===== src/rtl/nts_tx_arbiter.sv =====
// Round-robin scheduler draining per-engine NTS Tx buffers into one MAC Tx port.
// Define NTS_TX_ARB_STRICT_PRIORITY_EN for fixed lowest-index-wins arbitration.
module nts_tx_arbiter #(
   parameter int unsigned ENGINES   = 2,
   parameter int unsigned MAX_WORDS = 256
) (
   input  logic                    i_clk,
   input  logic                    i_areset_n,
   input  logic [ENGINES-1:0]      i_engine_packet_available,
   input  logic [ENGINES-1:0]      i_engine_fifo_empty,
   output logic [ENGINES-1:0]      o_engine_fifo_rd_en,
   input  logic [64*ENGINES-1:0]   i_engine_fifo_rd_data,
   input  logic [4*ENGINES-1:0]    i_engine_bytes_last_word,
   output logic [ENGINES-1:0]      o_engine_packet_read,
   output logic                    o_mac_tx_valid,
   input  logic                    i_mac_tx_ready,
   output logic [63:0]             o_mac_tx_data,
   output logic [7:0]              o_mac_tx_bytes,
   output logic                    o_mac_tx_last,
   output logic                    o_mac_tx_abort,
   output logic                    o_error,
   output logic                    o_busy
);

   localparam int unsigned SEL_W = (ENGINES > 1) ? $clog2(ENGINES) : 1;
   localparam int unsigned CNT_W = $clog2(MAX_WORDS) + 1;

   typedef enum logic [2:0] {
      S_IDLE    = 3'd0,
      S_READ    = 3'd1,
      S_CAPTURE = 3'd2,
      S_SEND    = 3'd3,
      S_DONE    = 3'd4
   } state_e;

   state_e             state_q, state_d;
   logic [SEL_W-1:0]   ptr_q, ptr_d;
   logic [SEL_W-1:0]   sel_q, sel_d;
   logic [CNT_W-1:0]   cnt_q, cnt_d;
   logic [ENGINES-1:0] rd_en_q, rd_en_d;
   logic [ENGINES-1:0] pkt_read_q, pkt_read_d;
   logic               valid_q, valid_d;
   logic [63:0]        data_q, data_d;
   logic [7:0]         bytes_q, bytes_d;
   logic               last_q, last_d;
   logic               abort_q, abort_d;
   logic               error_q, error_d;
   logic               busy_q, busy_d;

   logic               scan_hit;
   logic [SEL_W-1:0]   scan_sel;
   logic [SEL_W-1:0]   mux_sel;
   logic               empty_m;
   logic [63:0]        data_m;
   logic [3:0]         bytes_m;
   logic               bytes_bad;

   // Top-N byte mask for the final word; out-of-range counts mean a full word.
   function automatic logic [7:0] last_mask(input logic [3:0] n);
      logic [7:0] m;
      m = 8'hFF;
      if (n != 4'd0 && n <= 4'd8) begin
         m = 8'hFF << (4'd8 - n);
      end
      return m;
   endfunction

   // First available engine at or above the pointer, else the first one below it.
   always_comb begin
      scan_hit = 1'b0;
      scan_sel = '0;
      for (int j = 0; j < ENGINES; j++) begin
         if (!scan_hit && i_engine_packet_available[j] && (SEL_W'(j) >= ptr_q)) begin
            scan_hit = 1'b1;
            scan_sel = SEL_W'(j);
         end
      end
      for (int j = 0; j < ENGINES; j++) begin
         if (!scan_hit && i_engine_packet_available[j]) begin
            scan_hit = 1'b1;
            scan_sel = SEL_W'(j);
         end
      end
   end

   // Per-engine input mux; in IDLE it follows the candidate so empty can be checked early.
   always_comb begin
      mux_sel = (state_q == S_IDLE) ? scan_sel : sel_q;
      empty_m = 1'b1;
      data_m  = '0;
      bytes_m = '0;
      for (int j = 0; j < ENGINES; j++) begin
         if (SEL_W'(j) == mux_sel) begin
            empty_m = i_engine_fifo_empty[j];
            data_m  = i_engine_fifo_rd_data[64*j +: 64];
            bytes_m = i_engine_bytes_last_word[4*j +: 4];
         end
      end
      bytes_bad = (bytes_m == 4'd0) || (bytes_m > 4'd8);
   end

   // Next-state and registered-output logic.
   always_comb begin
      state_d    = state_q;
      ptr_d      = ptr_q;
      sel_d      = sel_q;
      cnt_d      = cnt_q;
      data_d     = data_q;
      bytes_d    = bytes_q;
      last_d     = last_q;
      abort_d    = abort_q;
      error_d    = 1'b0;
      rd_en_d    = '0;
      pkt_read_d = '0;

      unique case (state_q)
         S_IDLE: begin
            if (scan_hit) begin
               sel_d = scan_sel;
               if (empty_m) begin
                  state_d = S_DONE;
                  error_d = 1'b1;
               end else begin
                  state_d = S_READ;
               end
            end
         end
         S_READ: begin
            cnt_d   = (cnt_q == '1) ? cnt_q : cnt_q + CNT_W'(1);
            state_d = S_CAPTURE;
         end
         S_CAPTURE: begin
            data_d  = data_m;
            last_d  = empty_m;
            abort_d = 1'b0;
            bytes_d = 8'hFF;
            if (empty_m) begin
               bytes_d = last_mask(bytes_m);
               error_d = bytes_bad;
            end else if (cnt_q == CNT_W'(MAX_WORDS)) begin
               last_d  = 1'b1;
               abort_d = 1'b1;
            end
            state_d = S_SEND;
         end
         S_SEND: begin
            if (i_mac_tx_ready) begin
               state_d = last_q ? S_DONE : S_READ;
               error_d = last_q && abort_q;
            end
         end
         S_DONE: begin
            cnt_d   = '0;
            data_d  = '0;
            bytes_d = '0;
            last_d  = 1'b0;
            abort_d = 1'b0;
`ifdef NTS_TX_ARB_STRICT_PRIORITY_EN
            ptr_d   = ptr_q;
`else
            ptr_d   = ((32'(sel_q) + 32'd1) >= ENGINES) ? '0 : sel_q + SEL_W'(1);
`endif
            state_d = S_IDLE;
         end
         default: begin
            state_d = S_IDLE;
         end
      endcase

      for (int j = 0; j < ENGINES; j++) begin
         rd_en_d[j]    = (state_d == S_READ) && (SEL_W'(j) == sel_d);
         pkt_read_d[j] = (state_d == S_DONE) && (SEL_W'(j) == sel_d);
      end
      valid_d = (state_d == S_SEND);
      busy_d  = (state_d != S_IDLE);
   end

   always_ff @(posedge i_clk or negedge i_areset_n) begin
      if (!i_areset_n) begin
         state_q    <= S_IDLE;
         ptr_q      <= '0;
         sel_q      <= '0;
         cnt_q      <= '0;
         rd_en_q    <= '0;
         pkt_read_q <= '0;
         valid_q    <= 1'b0;
         data_q     <= '0;
         bytes_q    <= '0;
         last_q     <= 1'b0;
         abort_q    <= 1'b0;
         error_q    <= 1'b0;
         busy_q     <= 1'b0;
      end else begin
         state_q    <= state_d;
         ptr_q      <= ptr_d;
         sel_q      <= sel_d;
         cnt_q      <= cnt_d;
         rd_en_q    <= rd_en_d;
         pkt_read_q <= pkt_read_d;
         valid_q    <= valid_d;
         data_q     <= data_d;
         bytes_q    <= bytes_d;
         last_q     <= last_d;
         abort_q    <= abort_d;
         error_q    <= error_d;
         busy_q     <= busy_d;
      end
   end

   assign o_engine_fifo_rd_en  = rd_en_q;
   assign o_engine_packet_read = pkt_read_q;
   assign o_mac_tx_valid       = valid_q;
   assign o_mac_tx_data        = data_q;
   assign o_mac_tx_bytes       = bytes_q;
   assign o_mac_tx_last        = last_q;
   assign o_mac_tx_abort       = abort_q;
   assign o_error              = error_q;
   assign o_busy               = busy_q;

endmodule


===== config.mk =====
export PLATFORM = sky130hd
export DESIGN_NAME = nts_tx_arbiter
export DESIGN_NICKNAME = d
export VERILOG_FILES = /design/src/rtl/nts_tx_arbiter.sv
export SDC_FILE = /design/constraint.sdc
export NUM_CORES = 1
export LEC_CHECK = 0
export BUFFER_PORTS_ARGS = -buffer_cell sky130_fd_sc_hd__buf_2
export CAP_MARGIN = 10
export CORE_MARGIN = 3
export CORE_UTILIZATION = 35
export CTS_CLUSTER_DIAMETER = 60
export CTS_CLUSTER_SIZE = 20
export DETAILED_ROUTE_END_ITERATION = 16
export GPL_TIMING_DRIVEN = 1
export SYNTH_ARGS = -nofsm -noshare
export SYNTH_HDL_FRONTEND = slang
export SYNTH_SLANG_ARGS = --single-unit

===== constraint.sdc =====
create_clock -name i_clk -period 4.35 [get_ports i_clk]
set_input_delay 0.435 -clock i_clk [delete_from_list [all_inputs] [get_ports i_clk]]
set_output_delay 0.435 -clock i_clk [all_outputs]
set_load 0.03 [all_outputs]

==> flow_summary_export.csv, run 1 <==
group,metric,value,unit
run_status,status,"finished, final reports clean",
finish,area_growth,33.6,%
clock_network,path_clk_slew,0.06,ns
worst_hold_path,worst_hold_path_type,"in2async",
pwr,combPwrFrac,54.0,%
drt,vias,4016,
synth,async_flop_share,100,%
sta,hold_viol_final,0,
finish,stdcell_count,839,
clock_network,cts_resized,0,
die,coreArea,12700,um^2
placed_design,portBuffers,223,
critical_path,worst-path-max-fanout,10,
drt,avgViaCountPerCell,4.79,
finish,drive_gt1_share,37.6,%
die,initial_core_util,36.2,%
placed_design,place_inst,823,
clock_network,cts_root_buffer,"clkbuf_16",
placed_design,dpl.hpwl,9.23,mm
clock_network,ctsHoldBuffers,0,
clock_network,cts_inserted_buffers,9,
sta,tightest_slew,1.11,ns
die,io_pins,224,
pwr,p_sw,2370,uW
critical_path,cp.arrival,3.28,ns
clock_network,clkSinkCount,95,
die,dieHeight,121,um
sta,drv_slew,0,
synth,synth_nets,600,
pwr,p_seq_share,30.0,%
synth,yosysUniqueCellTypes,44,
drt,finalWirelength,12.3,mm
pwr,power_leakage,0.00314,uW
synth,syn_inst,451,
finish,antenna_cells,0,
synth,synthFlopType,"dfrtp_1",
global_routing,grt_start_max_net_pins,69,
synth,synth_seq_cells,95,
critical_path,start_kind,"register",
flow_run,max_cap_violations,0,
clock_network,clock_latency,0.34,ns
critical_path,critPathKind,"reg2reg",
drt,drtIter0Drc,210,
synth,synth_area_per_cell,10.2,um^2
critical_path,cp.required,4.58,ns
pwr,power.share.switching,47.0,%
pwr,p_clk_share,16.0,%
sta,layout_min_cycle_time,3.05,ns
clock_network,cts_buffer_depth,2,
sta,relSlewSlack,26.3,%
clock_network,post_cts_buffers,0,
die,rows,41,
clock_network,cts_tree,"built",
sta,setup_viol,0,
drt,detail-route-antenna-nets,0,
global_routing,grtUsageTotal,16.7,%
sta,fmax,0.328,GHz
die,dieArea,14600,um^2
clock_network,htreeDepth,3,
sta,rsz0062_at_grt,"false",
placed_design,place.gp.congestion,0.803,
sta,whs,0.145,ns
sta,tns,0,ns
global_routing,antenna_found_initial,0,
global_routing,grt_pass1_vias,3995,
pwr,max-vdd-ir-drop,0.335,mV
drt,dr.pass1.iters,4,
drt,post_drt_wl_per_cell,14.7,um
pwr,p_int,2670,uW
critical_path,endpoint_kind,"register",
drt,drc_errors,0,
die,die_w,121,um
global_routing,grt-ovfl-total,0,
sta,finClkSkew,0.00492,ns
global_routing,grt_pass1_wl,19.4,mm
finish,layout.nets,811,
synth,syn-cell-area,4600,um^2
synth,synth_edf_count,0,
synth,yosysWarnings,0,
finish,fin_util,48.3,%
sta,post-route-period-util,70.2,%
synth,seq_area_frac_synth,51.7,%
pwr,powerDensity,820,nW/um^2
[power groups by stage]
stage               logic (uW)  registers [uW]  clock network [uW]
global route              2990            1570                 873
detailed placement        2770            1530                   0
CTS                       2760            1520                 834
finish                    2720            1510                 806
floorplan                 1340            2190                   0
global placement          2710            1510                   0
[sequential cells by signal, indices dropped and copies added, names as in the netlist]
name,flops
o_mac_tx_data,64
cnt_q,9
o_mac_tx_bytes,8
state_q,3
o_engine_fifo_rd_en,2
o_engine_packet_read,2
o_busy,1
o_error,1
o_mac_tx_abort,1
o_mac_tx_last,1
o_mac_tx_valid,1
ptr_q,1
sel_q,1
[critical path: stages, from the launching register on]
cell and delay, ns:
dfrtp_1 0.46, o31a_1 0.35, a31oi_4 0.19, mux2_2 0.37, inv_1 0.09, ha_1 0.30
nor2b_1 0.25, xor2_1 0.11, or3b_1 0.40, a21o_1 0.19, a32o_1 0.24
[per-stage QoR]
step | power [uW] | cell area (um^2) | setup slack (ns)
6_report | 5040 | 6150 | 1.30
3_3_place_gp | 4230 | 5840 | 1.41
4_1_cts | 5120 | 6150 | 1.30
2_1_floorplan | 3540 | 4600 | 1.15
5_1_grt | 5430 | 6150 | 1.13
3_5_place_dp | 4300 | 5840 | 1.32
[final timing paths]
path,startpoint,endpoint,slack (ns),cells after the start
worst max-delay path,state_q[0]$_DFF_PN0_,o_mac_tx_bytes[2]$_DFFE_PN0P_,1.30,10
worst min-delay path,i_areset_n,o_mac_tx_data[10]$_DFFE_PN0P_,0.15,1
worst max register to register,state_q[0]$_DFF_PN0_,o_mac_tx_bytes[2]$_DFFE_PN0P_,1.30,10
worst min register to register,o_mac_tx_bytes[7]$_DFFE_PN0P_,o_mac_tx_bytes[7]$_DFFE_PN0P_,0.47,2
max in group asynchronous,i_areset_n,o_mac_tx_data[47]$_DFFE_PN0P_,3.20,2
min in group i_clk,i_mac_tx_ready,o_mac_tx_valid$_DFF_PN0_,0.34,2
[cell type report]
class / instances / area, um^2
Multi-Input combinational cell: 321 / 2070
Timing Repair Buffer: 227 / 1150
Tap cell: 172 / 215
Clock inverter: 3 / 40.0
Clock buffer: 13 / 270
Fill cell: 1264 / 6570
Sequential cell: 95 / 2380
Inverter: 8 / 30.0
[layer usage]
layer | global-route usage, % | vias to the layer above | routed length [um]
met4 | 6.37 | 0 | 221
met1 | 20.3 | 1877 | 5100
met5 | 0 | - | 0
met2 | 29.2 | 141 | 6160
met3 | 3.37 | 15 | 814
li1 | - | 1983 | -
[synth_stat cells, types with 2 or more instances]
cell type  number  area share (%)
mux2i_1        69              15
a21oi_1         9            0.98
dfrtp_1        95              52
o31ai_1         2            0.33
buf_2           2            0.22
nand3_1         6            0.65
and2_1          2            0.27
mux2_2          2            0.49
nor3b_1         2            0.33
nor2b_1         3            0.41
o211ai_1        3            0.49
inv_1           8            0.65
nor3_1          5            0.54
nand4_1         2            0.27
buf_1           2            0.16
nand2b_1        3            0.41
xor2_1          6             1.1
buf_4           8             1.3
xnor2_1         6             1.1
or2_2           2            0.27
o21ai_0        73             7.9
nor2_1         18             1.5
or3_1           3            0.41
clkbuf_1       15             1.2
ha_1            6             1.6
nand2_1        79             6.4
and3_1          2            0.27
o311a_1         2            0.44
[logic make-up (layout without fill, tap and decap cells)]
logic type                 Yosys count  in the layout  synth area share (%)
xor gates and xnor gates            12             12                  2.28
buffers and inverters               35            251                  3.56
muxes                               71             71                  15.5
AOI/OAI and AO/OA                  100            100                  12.6
DFF                                 95             95                  51.7
and+or+nand+nor                    132            132                  12.8
adders and majority gates            6              6                  1.63
[layout by cell type (no fill, tap or decap), drive strengths merged, types with 2 or more instances in the layout]
cell	instances
o21ai	73
nand3	6
xor2	6
nor2	18
dfrtp	95
o31ai	3
nor3b	2
nand2b	3
ha	6
or2	2
o211ai	3
o311a	2
xnor2	6
and3	2
or3	3
inv	8
mux2i	69
nor3	6
nand4	2
nand2	79
buf	227
mux2	2
nor2b	3
a21oi	9
clkbuf	13
clkinv	2
and2	2
Power figures use the tool's default switching activity.
==> run 2, diff against run 1 <==
--- a/config.mk
+++ b/config.mk
@@ -5,6 +5,7 @@
 export SDC_FILE = /design/constraint.sdc
 export NUM_CORES = 1
 export LEC_CHECK = 0
+export ABC_AREA = 1
 export BUFFER_PORTS_ARGS = -buffer_cell sky130_fd_sc_hd__buf_2
 export CAP_MARGIN = 10
 export CORE_MARGIN = 3
@@ -13,6 +14,7 @@
 export CTS_CLUSTER_SIZE = 20
 export DETAILED_ROUTE_END_ITERATION = 16
 export GPL_TIMING_DRIVEN = 1
+export PLACE_DENSITY = 0.66
 export SYNTH_ARGS = -nofsm -noshare
 export SYNTH_HDL_FRONTEND = slang
 export SYNTH_SLANG_ARGS = --single-unit
==> constraint.sdc (replaced) <==
create_clock -name i_clk -period 2.6 [get_ports i_clk]
set_input_delay 0.26 -clock i_clk [delete_from_list [all_inputs] [get_ports i_clk]]
set_output_delay 0.26 -clock i_clk [all_outputs]
set_load 0.03 [all_outputs]
==> flow_summary_export.csv, run 2 <==
group,metric,value,unit
global_routing,grt-ovfl-total,0,
critical_path,critPathKind,"reg2reg",
sta,hold_viol_final,0,
synth,synth.top_cell.area_share,51.3,%
critical_path,cp.required,2.82,ns
clock_network,cts_inserted_buffers,9,
critical_path,cp_slowest_stage_delay,0.44,ns
sta,setup_ws,0.552,ns
run_status,status,"finished, final reports clean",
die,dieHeight,121,um
synth,yosysUniqueCellTypes,33,
synth,synth_seq_cells,95,
sta,finClkSkew,0.00453,ns
critical_path,worst-path-max-fanout,6,
global_routing,grt_start_max_net_pins,74,
synth,synth_top_area_cell,"dfrtp_1",
finish,layout.nets,929,
synth,synth_commonest_cells,"105 x nand2_1, 95 x dfrtp_1, 79 x nor2_1",
placed_design,dpl.hpwl,9.83,mm
worst_hold_path,worst_hold_path_type,"in2reg",
pwr,max-vdd-ir-drop,1.01,mV
global_routing,grt_pass1_wl,21.7,mm
drt,drc_errors,0,
sta,tns,0,ns
critical_path,cp_slowest_cell,"dfrtp_1",
pwr,powerDensity,1470,nW/um^2
worst_hold_path,hold_path_depth,2,
synth,synth_area_per_cell,8.25,um^2
synth,async_flop_share,100,%
global_routing,grtUsageTotal,18.5,%
global_routing,grt_pass1_vias,4422,
synth,synthTopCellsByArea,"dfrtp_1 51%, nand2_1 8.5%, o21ai_0 8.0%",
die,dieArea,14700,um^2
synth,synth_edf_count,0,
die,die_w,121,um
finish,final_cell_mix,"222 x buf_2, 105 x nand2_1, 95 x dfrtp_1, 79 x nor2_1, 74 x o21ai_0",
die,coreArea,12800,um^2
die,initial_core_util,36.3,%
drt,vias,4584,
drt,dr.pass1.iters,5,
clock_network,clkSinkCount,95,
sta,setup_viol,0,
sta,fmax,0.488,GHz
placed_design,portBuffers,223,
clock_network,path_clk_slew,0.06,ns
clock_network,cts_root_buffer,"clkbuf_16",
die,rows,41,
drt,detail-route-antenna-nets,0,
critical_path,start_kind,"register",
finish,area_growth,33.6,%
synth,syn_inst,562,
clock_network,post_cts_buffers,0,
global_routing,antenna_found_initial,0,
clock_network,clock_latency,0.34,ns
finish,layout_commonest_cell,"buf_2",
finish,fillCellCount,1274,
die,io_pins,224,
finish,largest_reg_flops,64,
pwr,power_leakage,0.00327,uW
critical_path,reg2reg_depth,13,
sta,drv_slew,0,
synth,seq_area_frac_synth,51.3,%
sta,tightest_slew,0.776,ns
synth,syn-cell-area,4640,um^2
drt,post_drt_wl_per_cell,14.3,um
critical_path,path_cells,"inv_2 > nand3_2 > nand2_4 > nand3_1 > nand2_1 > ha_1 > nand3_1 > nand2_1 > nand3_2 > nand2_2 > nand2_2 > nand2_2 > nand3_1",
finish,antenna_cells,0,
sta,rsz0062_at_grt,"false",
synth,yosysMostFrequentCell,"nand2_1",
finish,fin_util,48.5,%
clock_network,cts_tree,"built",
sta,relSlewSlack,48.3,%
sta,whs,0.131,ns
synth,synthFlopType,"dfrtp_1",
clock_network,htreeDepth,3,
synth,yosysWarnings,0,
drt,drtIter0Drc,265,
critical_path,endpoint_kind,"register",
drt,finalWirelength,13.6,mm
clock_network,cts_buffer_depth,2,
flow_run,max_cap_violations,0,
placed_design,dp_slack,0.550,ns
placed_design,place.gp.congestion,0.797,
sta,post-route-period-util,78.8,%
sta,layout_min_cycle_time,2.05,ns
clock_network,cts_resized,0,
drt,avgViaCountPerCell,4.79,
critical_path,cp.arrival,2.27,ns
synth,synth_nets,711,
finish,drive_gt1_share,35.9,%
==> run 2: cell types whose count changed in the layout (fill, tap and decap cells not counted), sizes merged, moves of 6 or more <==
cell   before  now
mux2i      69    0
xnor2       6    0
o21ai      73  137
buf       227  233
nand3       6   33
xor2        6    0
nand2      79  119
nor2       18   83
inv         8   38
==> run 2: cell type report <==
class                      instances  area (um^2)  share of cell area, %
tap                              172          215                   3.47
clock buffer                      13          250                   4.04
sequential                        95         2380                   38.4
inverter                          38          145                   2.34
clock inverter                     3         42.5                  0.686
multi-input combinational        402         1950                   31.5
timing repair buffer             234         1220                   19.6
==> run 2: worst max-delay path: cells and delay by family (launching register included) <==
| kind | cells | cell delay, ns |
|---|---|---|
| and+or+nand+nor | 11 | 1.15 |
| adders and majority gates | 1 | 0.22 |
| DFF | 1 | 0.44 |
| buffers and inverters | 1 | 0.12 |
==> run 2: path summary, 6_finish.rpt <==
kind	to	slack [ns]	start
max in group asynchronous	o_mac_tx_data[28]$_DFFE_PN0P_	1.53	i_areset_n
max	o_mac_tx_bytes[6]$_DFFE_PN0P_	0.55	state_q[0]$_DFF_PN0_
min	o_mac_tx_valid$_DFF_PN0_	0.13	i_mac_tx_ready
min in group asynchronous	sel_q$_DFF_PN0_	0.44	i_areset_n
min reg2reg	o_mac_tx_bytes[2]$_DFFE_PN0P_	0.48	o_mac_tx_bytes[2]$_DFFE_PN0P_
max reg2reg	o_mac_tx_bytes[6]$_DFFE_PN0P_	0.55	state_q[0]$_DFF_PN0_
==> run 2: layer usage <==
| metal | track usage [%] | up-vias | wire [um] |
|---|---|---|---|
| met5 | 0 | - | 0 |
| met1 | 24.8 | 2098 | 6040 |
| met3 | 3.50 | 26 | 996 |
| met4 | 7.29 | 0 | 339 |
| li1 | - | 2281 | - |
| met2 | 29.7 | 179 | 6260 |
==> run 2: kinds of logic after synthesis <==
group                      Yosys count  share of synthesized area (%)
AOI/OAI and AO/OA                  146                           16.0
adders and majority gates            6                           1.62
buffers and inverters               65                           6.77
DFF                                 95                           51.3
and+or+nand+nor                    250                           24.4
==> run 2: repair_timing <==
action	in CTS	in global routing
hold buffers	1	0
hold endpoints to repair	34	0
setup endpoints to repair	0	0
==> run 2: through the flow <==
stage	instance area, um^2	total power [uW]	instances
final	6200	9080	957
after global routing	6200	9850	957
after CTS	6200	9200	957
after detailed placement	5900	7840	940
after global placement	5900	7790	940
after floorplan	4640	6450	562
==> run 2: power breakdown <==
| part | switching, uW | internal, uW |
|---|---|---|
| Combinational | 3720 | 1500 |
| Clock | 555 | 772 |
| Sequential | 348 | 2180 |
